[config.mk]
export PLATFORM = sky130hd
export DESIGN_NAME = baby_ram_controller
export DESIGN_NICKNAME = d
export VERILOG_FILES = /design/src/rtl/baby_ctrl_pkg.sv /design/src/rtl/baby_run_counter.sv /design/src/rtl/baby_ram_controller.sv
export SDC_FILE = /design/constraint.sdc
export NUM_CORES = 1
export LEC_CHECK = 0
export ABC_CLOCK_PERIOD_IN_PS = 2900
export BUFFER_PORTS_ARGS = -buffer_cell sky130_fd_sc_hd__buf_2
export CORE_MARGIN = 2
export CORE_UTILIZATION = 35
export DETAILED_ROUTE_END_ITERATION = 10
export GPL_TIMING_DRIVEN = 0
export PLACE_DENSITY = 0.73
export SETUP_SLACK_MARGIN = 0.4
export SLEW_MARGIN = 20
export SYNTH_ARGS = -nofsm -noshare
export SYNTH_HDL_FRONTEND = slang
export SYNTH_HIERARCHICAL = 1
export SYNTH_SLANG_ARGS = --single-unit
[constraint.sdc]
create_clock -name clock -period 2.9 [get_ports clock]
set_clock_uncertainty 0.05 [all_clocks]
set_input_delay 0.58 -clock clock [delete_from_list [all_inputs] [get_ports clock]]
set_output_delay 0.58 -clock clock [all_outputs]
set_load 0.03 [all_outputs]
[src/rtl/baby_ctrl_pkg.sv]
// baby_ctrl_pkg: shared mode encoding and default widths for the Baby RAM controller
package baby_ctrl_pkg;
  localparam int BABY_ADDR_W = 5;
  localparam int BABY_DATA_W = 32;
  typedef enum logic [1:0] {
    HALT    = 2'd0,
    RUN     = 2'd1,
    STOPPED = 2'd2
  } mode_e;
endpackage

[src/rtl/baby_run_counter.sv]
// baby_run_counter: saturating run-cycle counter with watchdog compare
// Ports: clock, reset_i (sync, active-low), clr (zero count), en (count this cycle),
//        count (current value), hit (enabled cycle at watchdog limit minus one)
module baby_run_counter #(
  parameter int CYCLE_W        = 32,
  parameter int MAX_RUN_CYCLES = 0
) (
  input  logic               clock,
  input  logic               reset_i,
  input  logic               clr,
  input  logic               en,
  output logic [CYCLE_W-1:0] count,
  output logic               hit
);
  localparam logic [CYCLE_W-1:0] LIMIT = CYCLE_W'(MAX_RUN_CYCLES == 0 ? 0 : MAX_RUN_CYCLES - 1);
  always_ff @(posedge clock)
    if (!reset_i || clr) count <= '0;
    else if (en && !(&count)) count <= count + CYCLE_W'(1);
  // Firing on LIMIT lets the counter still step to MAX_RUN_CYCLES on the final run cycle.
  assign hit = (MAX_RUN_CYCLES != 0) && en && count == LIMIT;
endmodule

[src/rtl/baby_ram_controller.sv]
// baby_ram_controller: run/halt sequencer and core/host arbiter for the Baby store
// Ports: clock, reset_i (sync, active-low); cpu_* core RAM port; stop_lamp_i/cpu_hold_o core control;
//        host_* load/debug access and run/halt pulses; mem_* external RAM port;
//        mode_o, run_cycles_o, timeout_o status
module baby_ram_controller
  import baby_ctrl_pkg::*;
#(
  parameter int ADDR_W         = BABY_ADDR_W,
  parameter int DATA_W         = BABY_DATA_W,
  parameter int CYCLE_W        = 32,
  parameter int MAX_RUN_CYCLES = 0
) (
  input  logic               clock,
  input  logic               reset_i,
  input  logic [ADDR_W-1:0]  cpu_addr_i,
  input  logic [DATA_W-1:0]  cpu_wdata_i,
  input  logic               cpu_rw_en_i,
  output logic [DATA_W-1:0]  cpu_rdata_o,
  input  logic               stop_lamp_i,
  output logic               cpu_hold_o,
  input  logic               host_req_i,
  input  logic               host_we_i,
  input  logic [ADDR_W-1:0]  host_addr_i,
  input  logic [DATA_W-1:0]  host_wdata_i,
  output logic               host_gnt_o,
  output logic               host_rvalid_o,
  output logic [DATA_W-1:0]  host_rdata_o,
  input  logic               host_run_i,
  input  logic               host_halt_i,
  output logic [ADDR_W-1:0]  mem_addr_o,
  output logic [DATA_W-1:0]  mem_wdata_o,
  output logic               mem_we_o,
  input  logic [DATA_W-1:0]  mem_rdata_i,
  output logic [1:0]         mode_o,
  output logic [CYCLE_W-1:0] run_cycles_o,
  output logic               timeout_o
);
  mode_e mode;
  logic hold_q, rd_q, run_pending, timeout_q;
  logic gnt, cpu_own, run_ok, enter_run, wd_hit;
  logic [CYCLE_W-1:0] count;
  assign cpu_own   = reset_i && mode == RUN;
  assign gnt       = reset_i && host_req_i && mode != RUN;
  // A run may not start while the host is touching memory or still owed read data.
  assign run_ok    = !gnt && !rd_q;
  assign enter_run = mode == HALT && (host_run_i || run_pending) && run_ok;
  baby_run_counter #(.CYCLE_W(CYCLE_W), .MAX_RUN_CYCLES(MAX_RUN_CYCLES)) u_cnt (
    .clock  (clock),
    .reset_i(reset_i),
    .clr    (enter_run),
    .en     (mode == RUN),
    .count  (count),
    .hit    (wd_hit)
  );
  always_ff @(posedge clock) begin
    if (!reset_i) begin
      mode        <= HALT;
      hold_q      <= 1'b1;
      rd_q        <= 1'b0;
      run_pending <= 1'b0;
      timeout_q   <= 1'b0;
    end else begin
      rd_q <= gnt && !host_we_i;
      if (mode == HALT) begin
        run_pending <= (host_run_i || run_pending) && !run_ok;
        if (enter_run) begin
          mode      <= RUN;
          hold_q    <= 1'b0;
          timeout_q <= 1'b0;
        end
      end else if (mode == RUN) begin
        if (wd_hit || host_halt_i) begin
          mode      <= HALT;
          hold_q    <= 1'b1;
          timeout_q <= wd_hit;
        end else if (stop_lamp_i) begin
          mode <= STOPPED;
        end
      end else if (host_halt_i) begin
        mode   <= HALT;
        hold_q <= 1'b1;
      end
    end
  end
  assign host_gnt_o    = gnt;
  assign host_rvalid_o = reset_i && rd_q;
  assign host_rdata_o  = mem_rdata_i;
  assign cpu_rdata_o   = mem_rdata_i;
  assign mem_addr_o    = cpu_own ? cpu_addr_i  : gnt ? host_addr_i  : '0;
  assign mem_wdata_o   = cpu_own ? cpu_wdata_i : gnt ? host_wdata_i : '0;
  assign mem_we_o      = cpu_own ? cpu_rw_en_i : gnt && host_we_i;
  assign mode_o        = reset_i ? mode : HALT;
  assign cpu_hold_o    = !reset_i || hold_q;
  assign run_cycles_o  = reset_i ? count : '0;
  assign timeout_o     = reset_i && timeout_q;
endmodule

==> summary.txt, run 1 <==
Synth
  – Number of distinct library cells after synthesis: 56
  – EDFF count, synth: 0
  – Synth warnings: 6
  – Commonest cells post-synth: 65 x buf_4, 38 x a22o_1, 38 x dfxtp_1, 37 x and2_1, 20 x nor2_1
  – Sequential fraction of the synthesis area: 0.245
  – Async set-reset flop share out of synthesis: 0
  – Syn avg cell area: approximately 8.1 um2
  – Cells after Synth: 382
  – Leading post-synthesis cells by cell area: dfxtp_1 25%, buf_4 16%, a22o_1 11%, and2_1 7.5%, a21oi_1 2.6%
  – Yosys reg bits: 38
  – Post-synthesis cell area: just over 0.003 mm2
  – Synth Net Count: 497
  – Main synth FF type: dfxtp_1
  – Most common cell in the synthesized netlist: buf_4
  – Top cell type's share of synthesized area: 0.245
  – Cell taking the most area after synthesis: dfxtp_1

Floorplan
  – Core area: between 0.008 and 0.009 mm2
  – Die Height: around 98 um
  – Die width: just under 100 um
  – Initial Util: 0.357
  – Top-Level Pins: approximately 250
  – Placement Rows: 34
  – Die area: approximately 0.0096 mm2

Min path
  – Hold WC Path Type: input pin to register
  – Hold depth: 2
  – HP Start: host_we_i
  – Hold Path End: rd_q

Clock network
  – Clock root buffer: clkbuf_8
  – Clock-pin slew on the worst setup and hold paths: approximately 80 ps
  – CTS buffer count: 5
  – CTS tree: yes
  – Worst-skew pair later-pin latency: approximately 300 ps
  – CTS H-tree lvls: 2
  – Max Buffers Root-to-Sink: 2
  – CTS sink cnt: 38
  – # hold bufs at CTS: 0

Timing
  – RSZ-0062 raised after global routing: true
  – Setup TNS: 0 ps
  – Final Worst Setup Slack: 448 ps
  – Final Cycle Share: 0.846
  – Worst-margin pin slew: between 500 and 600 ps
  – Final setup fails: 0
  – Peak Freq: ~0.41 GHz
  – Max-slew headroom: 0.638
  – Hold Fails Final Rpt: 0
  – Final Max Slew Viols: 0
  – Minimum clock period: between 2000 and 2500 ps

Setup path
  – Reg2Reg Setup Slack: a little over 500 ps
  – Worst EP required: roughly 2300 ps
  – Worst EP arrival: ~1800 ps
  – CP startpoint: mode[1]
  – Crit-path max FO: 10
  – Worst r2r src: mode[1]
  – Reg2Reg Depth: 8
  – Worst Setup End Kind: primary output
  – CP Launch Type: register
  – Crit Path Class: register to primary output
  – FF-to-FF End: u_cnt/count[27]

Route
  – Via count: about 3,700
  – Post-Route WL: roughly 12,000 um
  – Via density: about 5.1
  – Pre-antenna DRT Iters: 4
  – 1st-iter DRT viols: 159
  – Avg WL per Cell: roughly 16 um
  – Post-route DRC: 0
  – Final ANT Viol Nets: 0

Finish
  – Fin nets: ~730
  – N_diodes: 0
  – Share of layout cells above drive strength 1: 0.530
  – Area growth syn-to-layout: 44.1%
  – Finished Layout Cells: 721
  – Design Area, Final: roughly 0.0045 mm2

Global routing
  – First-pass GRT wire length: ~18,000 um
  – Overflow after GRT: 0
  – Vias in the first global route: 3,578
  – Antenna violations before repair: 0
  – Largest net degree at the start of global routing: 12
  – Tot GR Track Use: 0.233

Placed design
  – Placed cell area: around 0.0043 mm2
  – Place WS: about 360 ps
  – Routability Congestion: just under 1
  – I/O Buffers: around 220
  – Placed Cells: ~710
  – Dpl hpwl: 9540 um

Run
  – Max_cap viols: 0

Power
  – Peak supply drop: around 0.00014 V
  – Leakage: about 2.3 nW
  – Pwr per Cell Area: around 330 mW/mm2

Status
  – Status: finished clean
worst max path at each step:
stage	cells past startpoint	end	slack, ps
final	6	mem_wdata_o[16]	450
after global routing	7	mem_wdata_o[16]	360
after CTS	7	mem_wdata_o[16]	450
after detailed placement	8	u_cnt/count[5]	360
after global placement	8	u_cnt/count[10]	390
after floorplan	4	mem_wdata_o[22]	850
where the power goes:
| group | internal (mW) | switching [mW] | total (mW) | leakage (nW) |
|---|---|---|---|---|
| registers | 0.528 | 0.00611 | 0.534 | 0.307 |
| logic | 0.211 | 0.325 | 0.537 | 1.94 |
| clock network | 0.192 | 0.198 | 0.390 | 0.0482 |
kinds of logic after synthesis:
family,count (synthesis),synth area share
XOR/XNOR,6,0.0169
adder cells (fa/ha/maj),1,0.00403
AND/OR/NAND/NOR,143,0.278
flip-flops,38,0.245
multiplexers,2,0.00645
buffers and inverters,89,0.203
AO/OA/AOI/OAI,102,0.246
other,1,0.00121
repair_timing:
action | 4_1_cts | 5_1_grt
endpoints found under the setup margin | 5 | 10
resized for setup | 5 | 5
hold endpoints to repair | 0 | 0
buffers inserted | 2 | 0
placed cells by master (no fill, tap or decap), types with 2 or more instances in the layout:
cell type,n
a211oi_1,4
a21oi_1,16
a22o_1,38
a31oi_1,8
a41o_1,2
and2_1,37
and3_1,3
and4_1,4
buf_2,221
buf_4,72
buf_6,6
clkbuf_1,8
clkbuf_8,6
dfxtp_1,37
inv_1,4
mux2i_1,2
nand2_1,16
nand2b_1,5
nand3_1,12
nand4_1,10
nor2_1,20
nor2b_1,3
nor3_1,7
nor3_2,2
o211ai_1,3
o21ai_0,14
o31ai_1,3
o41ai_1,2
or3_1,10
or4_1,4
xnor2_1,3
xor2_1,3
flip-flops by register name (all words and copies together) (netlist names):
name and flops:
hold_q 1, mode 2, rd_q 1, run_pending 1, timeout_q 1, u_cnt/count 32
critical path, stage by stage (launching register included):
cell,delay [ps]
dfxtp_1,310
buf_6,130
and2b_4,270
and2_4,160
buf_2,210
a22o_1,240
buf_4,190
cell type report:
cell class,instances,area (um2)
Buffer,84,612
Timing Repair Buffer,223,1130
Sequential cell,38,762
Multi-Input combinational cell,255,1720
Tap cell,108,135
Clock buffer,7,86.3
Inverter,5,18.8
Fill cell,859,4210
Clock inverter,1,5.00
metal layers:
metal / vias up / track usage / routed length [um] / share of wire
li1: 1789 / - / - / -
met1: 1710 / 0.269 / 4450 / 0.38
met2: 171 / 0.417 / 5980 / 0.51
met3: 17 / 0.0723 / 1130 / 0.096
met4: 0 / 0.0622 / 215 / 0.018
met5: - / 0 / 0 / 0
per-stage QoR:
stage | total power [mW] | utilization | hold WS (ps)
after floorplan | 0.901 | - | 402
after global placement | 1.07 | 0.500 | 412
after CTS | 1.47 | 0.514 | 397
final | 1.46 | 0.515 | 398
after detailed placement | 1.07 | 0.500 | 437
after global routing | 1.52 | 0.515 | 394
Power figures use the tool's default switching activity.
==> run 2, diff against run 1 <==
Settings changed: ABC_CLOCK_PERIOD_IN_PS 2900 to 2200, PLACE_DENSITY 0.73 to 0.76.
Clock period 2.9 ns to 2.2 ns, I/O delays scaled along.
==> run 2 against run 1 <==
Non-clock buffer count grew 61. Largest cell class unchanged. Clock-buffer cell count shrank 1. Register-to-register slack lost 450 ps. Sequential power grew 30%. Final area grew 31%. Sequential share of layout area shrank 3.1 points. Largest power group unchanged.
==> summary.txt, run 2 (same netlist as run 1, synthesis figures left out) <==
Status
  – Status: finished clean

Route
  – Pre-antenna DRT Iters: 5
  – Avg WL per Cell: roughly 19 um
  – Post-route DRC: 0
  – Via density: about 5.4
  – Final ANT Viol Nets: 0
  – 1st-iter DRT viols: about 300
  – Post-Route WL: approximately 15,000 um
  – Via count: 4,219

Floorplan
  – Die width: 98.1 um
  – Die Height: about 98 um
  – Die area: 0.00963 mm2
  – Top-Level Pins: 254
  – Initial Util: 0.357
  – Core area: 0.00868 mm2
  – Placement Rows: 34

Min path
  – Hold WC Path Type: input pin to register

Finish
  – Most common cell after layout, fill and taps aside: buf_2
  – Fin nets: around 790
  – Area growth syn-to-layout: 88.5%
  – Max reg flops: 32
  – Share of layout cells above drive strength 1: 0.713
  – Final Core Density: 0.674
  – Top reg by flops: u_cnt/count
  – Largest regs: u_cnt/count: 32 flops, mode: 2 flops
  – Fill count: between 600 and 700
  – N_diodes: 0
  – Design Area, Final: 0.00585 mm2
  – Most frequent cells in the layout: 183 x buf_2, 116 x buf_4, 54 x buf_6

Timing
  – Final setup fails: 0
  – Peak Freq: ~0.46 GHz
  – Minimum clock period: between 2000 and 2500 ps
  – Final Max Slew Viols: 0
  – Final Cycle Share: 0.993
  – Final Worst Setup Slack: between 15 and 20 ps
  – Hold Fails Final Rpt: 0
  – RSZ-0062 raised after global routing: true

Setup path
  – Worst EP arrival: approximately 1700 ps
  – CP Launch Type: register
  – Crit-path max FO: 10
  – CP max stage delay: 330 ps
  – Worst EP required: 1710 ps
  – Cell chain of the critical path: buf_6 -> and2b_4 -> and2_4 -> buf_8 -> buf_8 -> a22o_2 -> buf_6
  – Worst Setup End Kind: primary output
  – Slowest library cell on the worst path: dfxtp_2
  – Crit Path Class: register to primary output

Placed design
  – Routability Congestion: 0.922
  – I/O Buffers: ~220
  – Dpl hpwl: between 9000 and 10,000 um
  – Place WS: -214 ps
  – Placed cell area: ~0.0045 mm2

Global routing
  – First-pass GRT wire length: roughly 20,000 um
  – Antenna violations before repair: 0
  – Tot GR Track Use: 0.256
  – Largest net degree at the start of global routing: 12
  – Vias in the first global route: slightly below 4,000
  – Overflow after GRT: 0

Power
  – Pwr per Cell Area: 360 mW/mm2
  – Peak supply drop: approximately 0.00025 V
  – Leakage: between 2 and 3 nW
  – Pwr Total: approximately 2.1 mW

Clock network
  – Max Buffers Root-to-Sink: 2
  – CTS sink cnt: 38
  – CTS tree: yes
  – CTS buffer count: 5
  – Clock-pin slew on the worst setup and hold paths: ~80 ps
  – CTS H-tree lvls: 2
  – Clock root buffer: clkbuf_8
  – Worst-skew pair later-pin latency: 290 ps

Run
  – Max_cap viols: 0
-- run 2: stage by stage --
| step | TNS (ps) | std cells | hold slack (ps) |
|---|---|---|---|
| after floorplan | 0 | 382 | 402 |
| after global placement | -2670 | 711 | 414 |
| after detailed placement | -3510 | 711 | 432 |
| after CTS | 0 | 752 | 300 |
| after global routing | -419 | 781 | 288 |
| final | 0 | 781 | 296 |
-- run 2: final cells by class --
class	instances	area, um2	area share
clock buffer	6	82.6	0.0141
inverter	5	18.8	0.00321
sequential	38	816	0.140
timing repair buffer	284	1950	0.333
multi-input combinational	256	2150	0.368
buffer	84	697	0.119
tap	108	135	0.0231
-- run 2: final timing paths --
check,to,cells after the start,slack (ps),start
hold reg to reg,u_cnt/count[23],2,450,u_cnt/count[23]
hold / removal,rd_q,2,300,host_we_i
setup / recovery,mem_wdata_o[23],7,20,mode[1]
setup reg to reg,u_cnt/count[19],9,60,mode[1]
-- run 2: worst max-delay path: cells and delay by family (launching register included) --
kind            cells  cell delay, ps
compound gates      1             220
buf+inv             4             480
flops               1             330
simple gates        2             360
-- run 2: repair_timing --
action,CTS,global route
hold endpoints to repair,0,0
buffers inserted,28,27
setup endpoints to repair,106,86
gates resized for setup,166,56
cloned,7,2
pin swaps,34,26
hold buffers,0,0
-- run 2: metal layers --
metal  wire [um]  track usage  vias to the layer above
met1        5130        0.293                     1936
li1            -            -                     1929
met3        1230       0.0458                       70
met2        7620        0.483                      284
met5           0            0                        -
met4         677       0.0769                        0
-- run 2: report_power, final --
part,switching (mW),internal (mW),total (mW)
logic,0.486,0.434,0.920
registers,0.00984,0.684,0.694
clock network,0.250,0.242,0.492
total,0.746,1.36,2.11
==> run 3, diff against run 2 <==
Settings changed: ABC_CLOCK_PERIOD_IN_PS 2200 to 2450, PLACE_DENSITY 0.76 to 0.73.
Clock period 2.2 ns to 2.45 ns, I/O delays scaled along.
==> run 3 against run 2 <==
Worst hold slack improved by 17 ps. Cell count decreased by 3.7%. Clock-buffer cell count increased by 1. Sequential power decreased by 8.8%. Final area decreased by 11%. Clock power decreased by 5.9%. Wire length decreased by 11%. Combinational power decreased by 18%. Sequential share of layout area increased by 0.81 points. Sequential cell count unchanged. Critical path type is now register to register. Largest power group unchanged.
==> summary.txt, run 3 (same netlist as run 1, synthesis figures left out) <==
Status
  – Status: finished clean

Timing
  – Final hold slack: approximately 310 ps
  – Worst-margin pin slew: 540 ps
  – Hold Fails Final Rpt: 0
  – Final setup fails: 0
  – Final Max Slew Viols: 0
  – Minimum clock period: 2260 ps
  – Max-slew headroom: 0.638
  – Setup TNS: 0 ps
  – Final Cycle Share: 0.922
  – Peak Freq: 0.443 GHz
  – RSZ-0062 raised after global routing: true

Route
  – Post-Route WL: around 13,000 um
  – 1st-iter DRT viols: around 280
  – Via density: around 5.2
  – Avg WL per Cell: approximately 17 um
  – Via count: ~3,900
  – Final ANT Viol Nets: 0
  – Post-route DRC: 0
  – Pre-antenna DRT Iters: 5

Clock network
  – CTS H-tree lvls: 2
  – Worst-skew pair later-pin latency: about 300 ps
  – CTS tree: yes
  – Clock-pin slew on the worst setup and hold paths: around 80 ps
  – Clock root buffer: clkbuf_8
  – CTS buffer count: 5
  – CTS sink cnt: 38
  – # hold bufs at CTS: 0
  – Max Buffers Root-to-Sink: 2

Finish
  – Top reg by flops: u_cnt/count
  – Max reg flops: 32
  – Design Area, Final: between 0.005 and 0.006 mm2
  – N_diodes: 0
  – Largest regs: u_cnt/count: 32 flops, mode: 2 flops
  – Fin nets: 758
  – Finished Layout Cells: about 750
  – Area growth syn-to-layout: 68.1%
  – Share of layout cells above drive strength 1: 0.601
  – Most common cell after layout, fill and taps aside: buf_2
  – Final Core Density: 0.601
  – Most frequent cells in the layout: 182 x buf_2, 88 x buf_4, 52 x buf_6

Floorplan
  – Top-Level Pins: 254
  – Core area: between 0.008 and 0.009 mm2
  – Die width: between 90 and 100 um
  – Die Height: between 90 and 100 um
  – Placement Rows: 34
  – Initial Util: 0.357
  – Die area: just under 0.01 mm2

Global routing
  – Overflow after GRT: 0
  – Tot GR Track Use: 0.251
  – Antenna violations before repair: 0
  – First-pass GRT wire length: 19,500 um
  – Largest net degree at the start of global routing: 12
  – Vias in the first global route: roughly 3,800

Placed design
  – Placed Cells: approximately 710
  – Routability Congestion: 0.985
  – I/O Buffers: 221
  – Placed cell area: around 0.0043 mm2
  – Dpl hpwl: around 9500 um

Setup path
  – CP dominant cell by count: buf_6
  – Worst Setup End Kind: register
  – Worst EP required: ~2700 ps
  – Crit Path Class: register to register
  – Crit-path max FO: 6
  – CP Launch Type: register
  – Worst EP arrival: 2460 ps
  – CP max stage delay: 440 ps
  – Cell chain of the critical path: buf_6 -> and2b_4 -> buf_4 -> buf_6 -> and3_4 -> nand3_4 -> a311o_2 -> or3_4 -> a21oi_2
  – Slowest library cell on the worst path: a311o_2

Min path
  – Hold WC Path Type: input pin to register

Power
  – Cell-internal power: about 1.2 mW
  – Leakage: roughly 2.6 nW
  – Pwr per Cell Area: 355 mW/mm2
  – Clock power share: 0.250
  – Peak supply drop: 0.000176 V
  – Psw: between 0.6 and 0.7 mW
  – Sequential power share: 0.342
  – Logic pwr share: 0.408
  – Sw Ratio: 0.356

Run
  – Max_cap viols: 0
run 3: cell type report:
cell class	instances	area (um2)
buffer	84	658
inverter	5	18.8
tap	108	135
sequential	38	769
fill	780	3460
multi-input combinational	256	1860
clock buffer	7	86.3
clock inverter	1	5.00
timing repair buffer	253	1680
run 3: stage by stage:
step / worst slack, ps / total power [mW]
after global placement: 34.7 / 1.27
after detailed placement: 1.94 / 1.27
after floorplan: 436 / 1.07
after CTS: 195 / 1.84
final: 191 / 1.85
after global routing: 133 / 1.93
run 3: worst paths after layout:
kind / cells after the start / slack [ps] / endpoint / from
hold / removal: 2 / 310 / rd_q / host_we_i
hold reg to reg: 2 / 460 / run_pending / run_pending
setup / recovery: 9 / 190 / u_cnt/count[29] / mode[1]
setup reg to reg: 9 / 190 / u_cnt/count[29] / mode[1]
run 3: critical path: cells and delay by family, from the launching register on:
kind / cells / cell delay, ps
DFF: 1 / 320
and+or+nand+nor: 4 / 920
buffers and inverters: 3 / 340
AOI/OAI and AO/OA: 2 / 570
run 3: power groups by stage:
stage          sequential [mW]  clock (mW)  combinational (mW)
2_1_floorplan            0.645           0               0.422
3_3_place_gp             0.646           0               0.620
3_5_place_dp             0.647           0               0.625
4_1_cts                  0.633       0.468               0.742
5_1_grt                  0.635       0.503               0.790
6_report                 0.633       0.463               0.754
run 3: timing repair:
action	4_1_cts	5_1_grt
gates cloned	4	1
pin swaps	38	16
hold endpoints to repair	0	0
endpoints found under the setup margin	68	81
gates resized for setup	110	44
setup buffers	18	10
run 3: layer usage:
metal  global-route usage  part of all wire  wire length (um)  vias to the layer above
li1                     -                 -                 -                     1861
met1                0.277              0.37              4840                     1826
met2                0.465              0.53              6890                      197
met3               0.0766             0.081              1050                       28
met4               0.0685             0.021               278                        0
met5                    0                 0                 0                        -
